### config.mk
export PLATFORM = sky130hd
export DESIGN_NAME = cpu5_decode_stage_flat
export DESIGN_NICKNAME = d
export VERILOG_FILES = /design/src/rtl/cpu5_decode_stage_pkg.sv /design/src/rtl/cpu5_decode_stage_if.sv /design/src/rtl/cpu5_decode_stage_logic.sv /design/src/rtl/cpu5_decode_stage.sv /design/src/flat_wrapper.sv
export SDC_FILE = /design/constraint.sdc
export NUM_CORES = 1
export LEC_CHECK = 0
export ABC_AREA = 1
export CORE_MARGIN = 3
export CORE_UTILIZATION = 30
export DETAILED_ROUTE_END_ITERATION = 10
export GPL_TIMING_DRIVEN = 0
export PLACE_DENSITY = 0.56
export SYNTH_ARGS = -nofsm -noshare
export SYNTH_HDL_FRONTEND = slang
export SYNTH_SLANG_ARGS = --single-unit
### constraint.sdc
create_clock -name clk -period 7.2 [get_ports clk]
set_input_delay 1.8 -clock clk [delete_from_list [all_inputs] [get_ports clk]]
set_output_delay 1.8 -clock clk [all_outputs]
set_load 0.02 [all_outputs]
### src/rtl/cpu5_decode_stage_pkg.sv
// cpu5_decode_stage_pkg: ALU/branch/imm encodings, opcodes and control bundle (CPU5_RV32M_EN widens aluop for M ops)
package cpu5_decode_stage_pkg;
`ifdef CPU5_RV32M_EN
  localparam int ALU_OP_SIZE = 5;
`else
  localparam int ALU_OP_SIZE = 4;
`endif
  localparam int BRANCHTYPE_SIZE = 3;
  localparam int IMMTYPE_SIZE = 3;
  typedef logic [ALU_OP_SIZE-1:0] aluop_t;
  typedef logic [BRANCHTYPE_SIZE-1:0] brtype_t;
  typedef logic [IMMTYPE_SIZE-1:0] immtype_t;
  localparam aluop_t ALU_ADD  = aluop_t'(0);
  localparam aluop_t ALU_SUB  = aluop_t'(1);
  localparam aluop_t ALU_SLL  = aluop_t'(2);
  localparam aluop_t ALU_SLT  = aluop_t'(3);
  localparam aluop_t ALU_SLTU = aluop_t'(4);
  localparam aluop_t ALU_XOR  = aluop_t'(5);
  localparam aluop_t ALU_SRL  = aluop_t'(6);
  localparam aluop_t ALU_SRA  = aluop_t'(7);
  localparam aluop_t ALU_OR   = aluop_t'(8);
  localparam aluop_t ALU_AND  = aluop_t'(9);
`ifdef CPU5_RV32M_EN
  localparam aluop_t ALU_MUL    = aluop_t'(16);
  localparam aluop_t ALU_MULH   = aluop_t'(17);
  localparam aluop_t ALU_MULHSU = aluop_t'(18);
  localparam aluop_t ALU_MULHU  = aluop_t'(19);
  localparam aluop_t ALU_DIV    = aluop_t'(20);
  localparam aluop_t ALU_DIVU   = aluop_t'(21);
  localparam aluop_t ALU_REM    = aluop_t'(22);
  localparam aluop_t ALU_REMU   = aluop_t'(23);
`endif
  localparam brtype_t BR_NONE = 3'd0;
  localparam brtype_t BR_BEQ  = 3'd1;
  localparam brtype_t BR_BNE  = 3'd2;
  localparam brtype_t BR_BLT  = 3'd3;
  localparam brtype_t BR_BGE  = 3'd4;
  localparam brtype_t BR_BLTU = 3'd5;
  localparam brtype_t BR_BGEU = 3'd6;
  localparam immtype_t IMM_R = 3'd0;
  localparam immtype_t IMM_I = 3'd1;
  localparam immtype_t IMM_S = 3'd2;
  localparam immtype_t IMM_B = 3'd3;
  localparam immtype_t IMM_U = 3'd4;
  localparam immtype_t IMM_J = 3'd5;
  localparam logic [6:0] OPC_LUI    = 7'b0110111;
  localparam logic [6:0] OPC_AUIPC  = 7'b0010111;
  localparam logic [6:0] OPC_JAL    = 7'b1101111;
  localparam logic [6:0] OPC_JALR   = 7'b1100111;
  localparam logic [6:0] OPC_BRANCH = 7'b1100011;
  localparam logic [6:0] OPC_LOAD   = 7'b0000011;
  localparam logic [6:0] OPC_STORE  = 7'b0100011;
  localparam logic [6:0] OPC_OPIMM  = 7'b0010011;
  localparam logic [6:0] OPC_OP     = 7'b0110011;
  localparam logic [6:0] OPC_FENCE  = 7'b0001111;
  typedef struct packed {
    logic     memtoreg;
    logic     memwrite;
    brtype_t  branchtype;
    logic     alusrc;
    logic     regwrite;
    logic     jump;
    aluop_t   aluop;
    immtype_t immtype;
  } ctrl_t;
  localparam int CTRL_W = $bits(ctrl_t);
  function automatic aluop_t f3_alu(input logic [2:0] f3, input logic alt);
    case (f3)
      3'd0: return alt ? ALU_SUB : ALU_ADD;
      3'd1: return ALU_SLL;
      3'd2: return ALU_SLT;
      3'd3: return ALU_SLTU;
      3'd4: return ALU_XOR;
      3'd5: return alt ? ALU_SRA : ALU_SRL;
      3'd6: return ALU_OR;
      default: return ALU_AND;
    endcase
  endfunction
endpackage

### src/rtl/cpu5_decode_stage_if.sv
// cpu5_decode_stage_if: fetch-side (if_*) and execute-side (id_*) handshake bundle; master = neighbours, slave = stage
interface cpu5_decode_stage_if
  import cpu5_decode_stage_pkg::*;
#(
  parameter int XLEN = 32,
  parameter int DEPTH = 2
) ();
  logic                       if_valid;
  logic                       if_ready;
  logic [XLEN-1:0]            if_pc;
  logic [31:0]                if_instr;
  logic                       id_valid;
  logic                       id_ready;
  logic [XLEN-1:0]            id_pc;
  logic [31:0]                id_instr;
  logic                       id_memtoreg;
  logic                       id_memwrite;
  brtype_t                    id_branchtype;
  logic                       id_alusrc;
  logic                       id_regwrite;
  logic                       id_jump;
  aluop_t                     id_aluop;
  immtype_t                   id_immtype;
  logic                       id_illegal;
  logic [$clog2(DEPTH+1)-1:0] id_count;
  modport master (
    output if_valid, if_pc, if_instr, id_ready,
    input  if_ready, id_valid, id_pc, id_instr, id_memtoreg, id_memwrite, id_branchtype,
           id_alusrc, id_regwrite, id_jump, id_aluop, id_immtype, id_illegal, id_count
  );
  modport slave (
    input  if_valid, if_pc, if_instr, id_ready,
    output if_ready, id_valid, id_pc, id_instr, id_memtoreg, id_memwrite, id_branchtype,
           id_alusrc, id_regwrite, id_jump, id_aluop, id_immtype, id_illegal, id_count
  );
endinterface

### src/rtl/cpu5_decode_stage_logic.sv
// cpu5_decode_logic: combinational RV32I instr -> {ctrl, illegal}; CPU5_RV32M_EN adds OP funct7=0000001 M ops
module cpu5_decode_logic
  import cpu5_decode_stage_pkg::*;
(
  input  logic [31:0] instr,
  output ctrl_t       ctrl,
  output logic        illegal
);
  logic [6:0] op, f7;
  logic [2:0] f3;
  logic       ok;
  ctrl_t      c;
  assign op = instr[6:0];
  assign f3 = instr[14:12];
  assign f7 = instr[31:25];
  always_comb begin
    c = '0;
    ok = 1'b0;
    case (op)
      OPC_LUI, OPC_AUIPC: begin
        ok = 1'b1;
        c.regwrite = 1'b1;
        c.alusrc = 1'b1;
        c.immtype = IMM_U;
      end
      OPC_JAL: begin
        ok = 1'b1;
        c.jump = 1'b1;
        c.regwrite = 1'b1;
        c.alusrc = 1'b1;
        c.immtype = IMM_J;
      end
      OPC_JALR: begin
        ok = f3 == 3'd0;
        c.jump = 1'b1;
        c.regwrite = 1'b1;
        c.alusrc = 1'b1;
        c.immtype = IMM_I;
      end
      OPC_BRANCH: begin
        ok = f3[2:1] != 2'b01;
        c.branchtype = f3[2] ? f3 - 3'd1 : f3 + 3'd1;
        c.aluop = !f3[2] ? ALU_SUB : f3[1] ? ALU_SLTU : ALU_SLT;
        c.immtype = IMM_B;
      end
      OPC_LOAD: begin
        ok = f3 != 3'd3 && f3[2:1] != 2'b11;
        c.memtoreg = 1'b1;
        c.regwrite = 1'b1;
        c.alusrc = 1'b1;
        c.immtype = IMM_I;
      end
      OPC_STORE: begin
        ok = f3 < 3'd3;
        c.memwrite = 1'b1;
        c.alusrc = 1'b1;
        c.immtype = IMM_S;
      end
      OPC_OPIMM: begin
        ok = f3 == 3'd1 ? f7 == 7'h00 : f3 == 3'd5 ? (f7 == 7'h00 || f7 == 7'h20) : 1'b1;
        c.aluop = f3_alu(f3, f3 == 3'd5 && f7[5]);
        c.regwrite = 1'b1;
        c.alusrc = 1'b1;
        c.immtype = IMM_I;
      end
      OPC_OP: begin
        ok = f7 == 7'h00 || (f7 == 7'h20 && (f3 == 3'd0 || f3 == 3'd5));
        c.aluop = f3_alu(f3, f7[5]);
        c.regwrite = 1'b1;
        c.immtype = IMM_R;
`ifdef CPU5_RV32M_EN
        if (f7 == 7'h01) begin
          ok = 1'b1;
          c.aluop = ALU_MUL | aluop_t'(f3);
        end
`endif
      end
      OPC_FENCE: ok = f3 == 3'd0;
      default: ok = 1'b0;
    endcase
    c.regwrite = c.regwrite && instr[11:7] != 5'd0;
    illegal = !ok || instr == 32'd0;
    ctrl = illegal ? '0 : c;
  end
endmodule

### src/rtl/cpu5_decode_stage.sv
// cpu5_decode_stage: decode-at-enqueue into a DEPTH-entry FIFO between fetch (bus.if_*) and execute (bus.id_*), CPU5_RV32M_EN selects M decode
module cpu5_decode_stage
  import cpu5_decode_stage_pkg::*;
#(
  parameter int XLEN = 32,
  parameter int DEPTH = 2
) (
  input logic                clk,
  input logic                reset,
  input logic                flush,
  cpu5_decode_stage_if.slave bus
);
  localparam int AW = $clog2(DEPTH);
  localparam int CW = $clog2(DEPTH + 1);
  typedef struct packed {
    logic [XLEN-1:0] pc;
    logic [31:0]     instr;
    ctrl_t           ctrl;
    logic            illegal;
  } entry_t;
  entry_t        mem [DEPTH];
  entry_t        head;
  logic [AW-1:0] wr_ptr, rd_ptr;
  logic [CW-1:0] count;
  ctrl_t         dec_ctrl;
  logic          dec_illegal, push, pop;
  cpu5_decode_logic u_dec (
    .instr(bus.if_instr),
    .ctrl(dec_ctrl),
    .illegal(dec_illegal)
  );
  assign bus.if_ready = count < CW'(DEPTH) || bus.id_ready;
  assign push = bus.if_valid && bus.if_ready && !flush;
  assign pop = bus.id_valid && bus.id_ready && !flush;
  always_ff @(posedge clk) begin
    if (reset) begin
      wr_ptr <= '0;
      rd_ptr <= '0;
      count <= '0;
      for (int i = 0; i < DEPTH; i++) mem[i] <= '0;
    end else if (flush) begin
      wr_ptr <= '0;
      rd_ptr <= '0;
      count <= '0;
    end else begin
      if (push) mem[wr_ptr] <= '{pc: bus.if_pc, instr: bus.if_instr, ctrl: dec_ctrl, illegal: dec_illegal};
      wr_ptr <= wr_ptr + AW'(push);
      rd_ptr <= rd_ptr + AW'(pop);
      count <= count + CW'(push) - CW'(pop);
    end
  end
  assign head = mem[rd_ptr];
  assign bus.id_valid = count != '0;
  assign bus.id_count = count;
  assign bus.id_pc = head.pc;
  assign bus.id_instr = head.instr;
  assign bus.id_memtoreg = head.ctrl.memtoreg;
  assign bus.id_memwrite = head.ctrl.memwrite;
  assign bus.id_branchtype = head.ctrl.branchtype;
  assign bus.id_alusrc = head.ctrl.alusrc;
  assign bus.id_regwrite = head.ctrl.regwrite;
  assign bus.id_jump = head.ctrl.jump;
  assign bus.id_aluop = head.ctrl.aluop;
  assign bus.id_immtype = head.ctrl.immtype;
  assign bus.id_illegal = head.illegal;
endmodule

### src/flat_wrapper.sv
// flat-port wrapper written by rule: the top's interface ports become plain ports
module cpu5_decode_stage_flat import cpu5_decode_stage_pkg::*;
#(
  parameter int XLEN = 32,
  parameter int DEPTH = 2
)
  (clk, reset, flush, bus_if_valid, bus_if_pc, bus_if_instr, bus_id_ready, bus_if_ready, bus_id_valid, bus_id_pc, bus_id_instr, bus_id_memtoreg, bus_id_memwrite, bus_id_branchtype, bus_id_alusrc, bus_id_regwrite, bus_id_jump, bus_id_aluop, bus_id_immtype, bus_id_illegal, bus_id_count);
  cpu5_decode_stage_if #(.XLEN(XLEN), .DEPTH(DEPTH)) bus_i ();
  input logic clk;
  input logic reset;
  input logic flush;
  input wire logic [$bits(bus_i.if_valid)-1:0] bus_if_valid;
  input wire logic [$bits(bus_i.if_pc)-1:0] bus_if_pc;
  input wire logic [$bits(bus_i.if_instr)-1:0] bus_if_instr;
  input wire logic [$bits(bus_i.id_ready)-1:0] bus_id_ready;
  output wire logic [$bits(bus_i.if_ready)-1:0] bus_if_ready;
  output wire logic [$bits(bus_i.id_valid)-1:0] bus_id_valid;
  output wire logic [$bits(bus_i.id_pc)-1:0] bus_id_pc;
  output wire logic [$bits(bus_i.id_instr)-1:0] bus_id_instr;
  output wire logic [$bits(bus_i.id_memtoreg)-1:0] bus_id_memtoreg;
  output wire logic [$bits(bus_i.id_memwrite)-1:0] bus_id_memwrite;
  output wire logic [$bits(bus_i.id_branchtype)-1:0] bus_id_branchtype;
  output wire logic [$bits(bus_i.id_alusrc)-1:0] bus_id_alusrc;
  output wire logic [$bits(bus_i.id_regwrite)-1:0] bus_id_regwrite;
  output wire logic [$bits(bus_i.id_jump)-1:0] bus_id_jump;
  output wire logic [$bits(bus_i.id_aluop)-1:0] bus_id_aluop;
  output wire logic [$bits(bus_i.id_immtype)-1:0] bus_id_immtype;
  output wire logic [$bits(bus_i.id_illegal)-1:0] bus_id_illegal;
  output wire logic [$bits(bus_i.id_count)-1:0] bus_id_count;
  assign bus_i.if_valid = bus_if_valid;
  assign bus_i.if_pc = bus_if_pc;
  assign bus_i.if_instr = bus_if_instr;
  assign bus_i.id_ready = bus_id_ready;
  assign bus_if_ready = bus_i.if_ready;
  assign bus_id_valid = bus_i.id_valid;
  assign bus_id_pc = bus_i.id_pc;
  assign bus_id_instr = bus_i.id_instr;
  assign bus_id_memtoreg = bus_i.id_memtoreg;
  assign bus_id_memwrite = bus_i.id_memwrite;
  assign bus_id_branchtype = bus_i.id_branchtype;
  assign bus_id_alusrc = bus_i.id_alusrc;
  assign bus_id_regwrite = bus_i.id_regwrite;
  assign bus_id_jump = bus_i.id_jump;
  assign bus_id_aluop = bus_i.id_aluop;
  assign bus_id_immtype = bus_i.id_immtype;
  assign bus_id_illegal = bus_i.id_illegal;
  assign bus_id_count = bus_i.id_count;
  cpu5_decode_stage #(.XLEN(XLEN), .DEPTH(DEPTH)) u_core (.clk(clk), .reset(reset), .flush(flush), .bus(bus_i));
endmodule
==> Yosys cells after proc, flatten, opt, wreduce, memory -nomap -nowiden <==
Memories as Yosys holds them, arrays and structs flattened. A register that Yosys moved wholly into a read port is not among the register bits.
Cells that the tools add are included.
{ "classes": {"addsub": 6, "multipliers": 0, "div_mod_pow": 0, "n_lt_le_gt_ge": 2, "n_eq_ne": 20, "n_shift": 0, "mux": 31, "bitwise": 0, "reduce_logical": 29} }
{ "ops": {"columns": ["cell", "count"], "rows": [
  ["$mux W80", 1],
  ["$reduce_or A80 Y1", 1],
  ["$pmux W4 S7", 2],
  ["$logic_not A32 Y1", 1],
  ["$eq A7 B6 Y1 const B", 4],
  ["$eq A7 B7 Y1 const B", 3],
  ["$mux W1", 20],
  ["$mux W15", 1],
  ["$pmux W3 S5", 1],
  ["$eq A7 B5 Y1 const B", 2],
  ["$reduce_or A7 Y1", 2],
  ["$mux W3", 4],
  ["$pmux W4 S3", 1],
  ["$eq A3 B3 Y1 const B", 3],
  ["$logic_and A1 B1 Y1", 8],
  ["$reduce_or A2 Y1", 4],
  ["$eq A7 B2 Y1 const B", 1],
  ["$eq A7 B4 Y1 const B", 1],
  ["$logic_not A7 Y1", 1],
  ["$pmux W1 S7", 1],
  ["$eq A3 B2 Y1 const B", 2],
  ["$reduce_or A3 Y1", 2],
  ["$logic_or A1 B1 Y1", 5],
  ["$reduce_bool A5 Y1", 1],
  ["14 further kinds", 16]
]} }
{ "totals": {"reg_bits": 4, "latchBits": 0, "mem_bits_rw": 160, "romBits": 0, "inputBits": 69, "out_inout_bits": 84, "n_memories": 1} }
{ "memory_table": {"columns": ["memory", "depth", "word_bits", "read_ports", "rd_clocked_by_memory_dff", "write_ports", "line_no", "rtl"], "rows": [
  ["u_core.mem", 2, 80, 1, 1, 2, "cpu5_decode_stage.sv:21", "entry_t mem [DEPTH];"]
]} }

==> Depth between registers and ports, before layout <==
Gate-level depths: netlist of run 1.
{ "depth": {"word_depth": 10, "depth_mapped": 11, "depth_no_buf": 11} }

==> Hierarchy <==
A second synthesis of run 1 with hierarchy kept.
{ "unflattened": {"hier_cells": 676, "hier_area_um2": 7955.1} }
{ "by_module_without_submodules": {"columns": ["module", "n_inst", "cells_per_inst", "area_per_inst_um2", "seq_area_each_um2"], "rows": [
  ["cpu5_decode_stage", 1, 548, 7333.3, 4884.7],
  ["cpu5_decode_logic", 1, 128, 621.8, 0.0]
]} }

==> Least setup slack after synthesis of run 1 <==
No wires, ideal clock.
{ "synth_path": {"path_kind": "input to register", "start": "in bus_id_ready", "end": "mem u_core.mem[0][0] (netlist name), enable pin", "setup_ps": 796, "arrival_ps": 4033, "required_ps": 6404, "slack_ps": 2371, "cell_stages": 7, "path_buffers": 1, "cell_sequence": "inv_1 -> nand2_1 -> nand2_1 -> nor2_2 -> nand3_1 -> clkbuf_1 -> nand2_1"} }
{ "synth_lines": {"columns": ["element", "line_no", "rtl"], "rows": [
  ["start: declaration", "flat_wrapper.sv:15", "input wire logic [$bits(bus_i.id_ready)-1:0] bus_id_ready;"],
  ["end: declaration", "cpu5_decode_stage.sv:21", null]
]} }

==> Worst setup path after layout of run 1 <==
{ "layout_path": {"start": "in bus_id_ready", "end": "out bus_if_ready"} }
{ "layout_between": {"elab_chain_len": 1} }
{ "layout_rtl": {"columns": ["element", "line_no", "rtl"], "rows": [
  ["$logic_or A1 B1 Y1", "cpu5_decode_stage.sv:32", "assign bus.if_ready = count < CW'(DEPTH) || bus.id_ready;"],
  ["end: declaration", "flat_wrapper.sv:16", "output wire logic [$bits(bus_i.if_ready)-1:0] bus_if_ready;"]
]} }
Every way passes these cells.

==> results of run 1 <==
[worst paths after layout]
check / start / endpoint / slack, ns / depth (start not counted)
setup / recovery: bus_id_ready / bus_if_ready / 2.42 / 4
hold / removal: u_core.wr_ptr / u_core.wr_ptr / 0.49 / 2
setup reg to reg: u_core.bus.id_count[1] / u_core.mem[1][11] / 4.43 / 7
hold reg to reg: u_core.wr_ptr / u_core.wr_ptr / 0.49 / 2
[metal layers]
layer  vias up  share of wire
met1      2612           0.46
met5         -              0
met4         0         0.0024
met3         2          0.056
met2       131           0.48
li1       2853              -
[worst register-to-register path, stage by stage (launching register included)]
cell and delay (ns):
dfxtp_1 0.41, nand2_1 0.09, nand2_1 0.14, nor2_2 0.07
nand3_1 0.42, clkbuf_1 0.53, nand2_4 0.45, buf_16 0.35
[registers in the layout, summed over array words and instances (netlist names)]
register / cells
u_core.bus.id_count: 2
u_core.mem: 160
u_core.rd_ptr: 1
u_core.wr_ptr: 1
[power breakdown]
group | internal [mW] | switching, mW
clock network | 0.465 | 0.429
logic | 0.117 | 0.154
registers | 1.09 | 0.0109
total | 1.68 | 0.593
[placed cells by master (no fill, tap or decap), drive strengths merged]
| cell type | netlist | routed |
|---|---|---|
| nand2 | 283 | 283 |
| nor2 | 179 | 179 |
| edfxtp | 160 | 160 |
| clkdlybuf4s50 | 0 | 151 |
| inv | 83 | 89 |
| clkbuf | 28 | 45 |
| nand3 | 18 | 18 |
| buf | 7 | 9 |
| clkinv | 0 | 9 |
| a21oi | 8 | 8 |
| ha | 7 | 7 |
| o21ai | 5 | 5 |
| dfxtp | 4 | 4 |
| nor3 | 3 | 3 |
| or2 | 2 | 2 |
| o22ai | 2 | 2 |
| xnor2 | 2 | 2 |
| nand4 | 2 | 2 |
| a21o | 1 | 1 |
| nand3b | 1 | 1 |
| a31o | 1 | 1 |
[cell families after synthesis]
logic type,Yosys count
adder cells (fa/ha/maj),7
AND/OR/NAND/NOR,488
flip-flops,164
buffers and inverters,118
AO/OA/AOI/OAI,17
XOR/XNOR,2
[cell type report]
cell class / instances / area, um^2 / share of cell area
sequential: 164 / 4880 / 0.478
multi-input combinational: 514 / 2290 / 0.224
timing repair buffer: 153 / 1570 / 0.153
clock buffer: 17 / 425 / 0.0416
tap: 324 / 405 / 0.0397
inverter: 83 / 317 / 0.0310
clock inverter: 15 / 165 / 0.0162
buffer: 35 / 160 / 0.0157
==> results.yml, run 1 <==
grt:
  grt_max_degree: 52
  use_met2: 0.241
  grt_pass1_wl_um: 29700
  grt_use_met1: 0.187
  track_usage: 0.144
  grt_pass1_vias: 5492
  busiest_layer: "met2"
  overflow: 0
  antenna_found_initial: 0
  met3_usage: 0.0382
placed_design:
  pre_cts_slack_ns: 2.41
  gp_congestion: 0.819
  portBuffers: 151
  place_inst: 1273
  hpwl_um: 13200
  dpl-instance-area_um2: 9620
worst_setup_path:
  cpMostUsedCell: "clkdlybuf4s50_1"
  start_kind: "input port"
  critPathBufInv: 3
  worstPathMaxFanout: 2
  end_kind: "output port"
  crit_chain: "clkdlybuf4s50_1, inv_1, nand2_1, clkdlybuf4s50_1"
  critical_path_class: "input port to output port"
  slowest_delay_ns: 0.60
  cp_slowest_cell: "clkdlybuf4s50_1"
  critPathRequiredTime_ns: 5.40
  worstPathArrival_ns: 2.98
  critPathTopFamily: "buffers and inverters"
job:
  drv_cap: 0
route:
  drcViolationCount: 0
  drtAntennaViolNets: 0
  vias: 5598
  via_per_inst: 4.29
  drt-total-wl_um: 19300
  drt-initial-drc-count: 301
  avgRoutedWirePerCell_um: 14.8
  dr.pass1.iters: 5
timing:
  setup_slack_ns: 2.42
  slew_violations: 0
  finalSetupViolCount: 0
  fin_tns_setup_ns: 0
  fmax_mhz: 209
  fin_crit_sh: 0.664
  finalCriticalPeriod_ns: 4.78
  skew_ns: 0.0200
  tightestPinTransition_ns: 0.680
  finalHoldViolCount: 0
  slew_headroom: 0.546
  holdWs_ns: 0.493
  rsz0062_at_grt: "false"
cts:
  cts_setup_buffers: 0
  cts-htree-levels: 4
  clock_latency_ns: 0.43
  cts_tree: "done"
  post_cts_resized: 0
  numCtsBuffers: 17
  clockBufferDepth: 2
  clkTransAtPathRegs_ns: 0.07
  cts-root-buf: "clkbuf_16"
  clock_sinks: 164
  cts_hold_buf: 0
floorplanning:
  dieWidth_um: 166
  start_util: 0.310
  fp.dieH_um: 166
  core_area_um2: 24700
  rows: 57
  ios: 153
  dieArea_um2: 27400
yosys:
  synthTopCellsByCount: "271 x nand2_1, 160 x edfxtp_1, 154 x nor2_1"
  seq_area_frac_synth: 0.640
  synth_fa_ha_area_frac: 0.0115
  synth_compound_area_frac: 0.0133
  synth.avg_cell_area_um2: 9.59
  ys_ff_latch: 164
  async_flop_share: 0
  syn-cell-area_um2: 7640
  synth_top_family_by_area: "simple AND/OR/NAND/NOR gates"
  synthXorXnorAreaFrac: 0.00229
  synth_top_area_frac: 0.629
  ys_warn_count: 0
  synth_largest_area_cell: "edfxtp_1"
  synth_ff_type: "edfxtp_1"
  yosysMostFrequentCell: "nand2_1"
  synth_area_leaders: "edfxtp_1 63%, nand2_1 13%, nor2_1 7.6%, inv_1 3.5%, nor2_2 1.9%"
  syn_inst: 796
  synthMuxAreaShare: 0
  synth-simple-area-share: 0.271
  synthDistinctLibCells: 34
  synth-edff-count: 160
  synth_fp_nets: 872
finish:
  area_growth_pct: 33.7
  fin_util: 0.414
  final_area_um2: 10200
  finalNetCount: 1044
  layout-drive-gt1-share: 0.103
  instances_no_fill: 1305
  n_fill_cell: 2472
  n_antenna_cell: 0
power:
  p_leak_nw: 4.47
  ir_drop_v: 0.000129
  power_density_nw_per_um2: 222
  power.total_mw: 2.27
worst_hold_path:
  hold_path_class: "flip-flop to flip-flop"
status:
  outcome: "completed"
Power figures use the tool's default switching activity.
==> run 2, diff against run 1 <==
- clock period: 7.2 -> 4.4 ns (I/O delays scaled with it)
==> results of run 2 <==
Same layout as run 1 (identical final DEF). Status: completed.
Among the figures that moved: setup slack after placement 2.41 ns -> 0.315 ns; setup slack after layout 2.42 ns -> 0.623 ns; start point of the critical path bus_id_ready -> u_core.rd_ptr; end point of the critical path bus_if_ready -> bus_id_memwrite; register-to-register setup slack 4.43 ns -> 1.63 ns; total power 2.27 mW -> 3.71 mW; worst IR drop on VDD 0.000129 V -> 0.000211 V
==> run 3, diff against run 2 <==
- GPL_ROUTABILITY_DRIVEN: default -> 0
==> results of run 3 <==
Same layout as run 1 (identical final DEF). Status: completed.
Among the figures that moved: setup slack after placement 2.41 ns -> 0.315 ns; setup slack after layout 2.42 ns -> 0.623 ns; start point of the critical path bus_id_ready -> u_core.rd_ptr; end point of the critical path bus_if_ready -> bus_id_memwrite; register-to-register setup slack 4.43 ns -> 1.63 ns; total power 2.27 mW -> 3.71 mW; worst IR drop on VDD 0.000129 V -> 0.000211 V
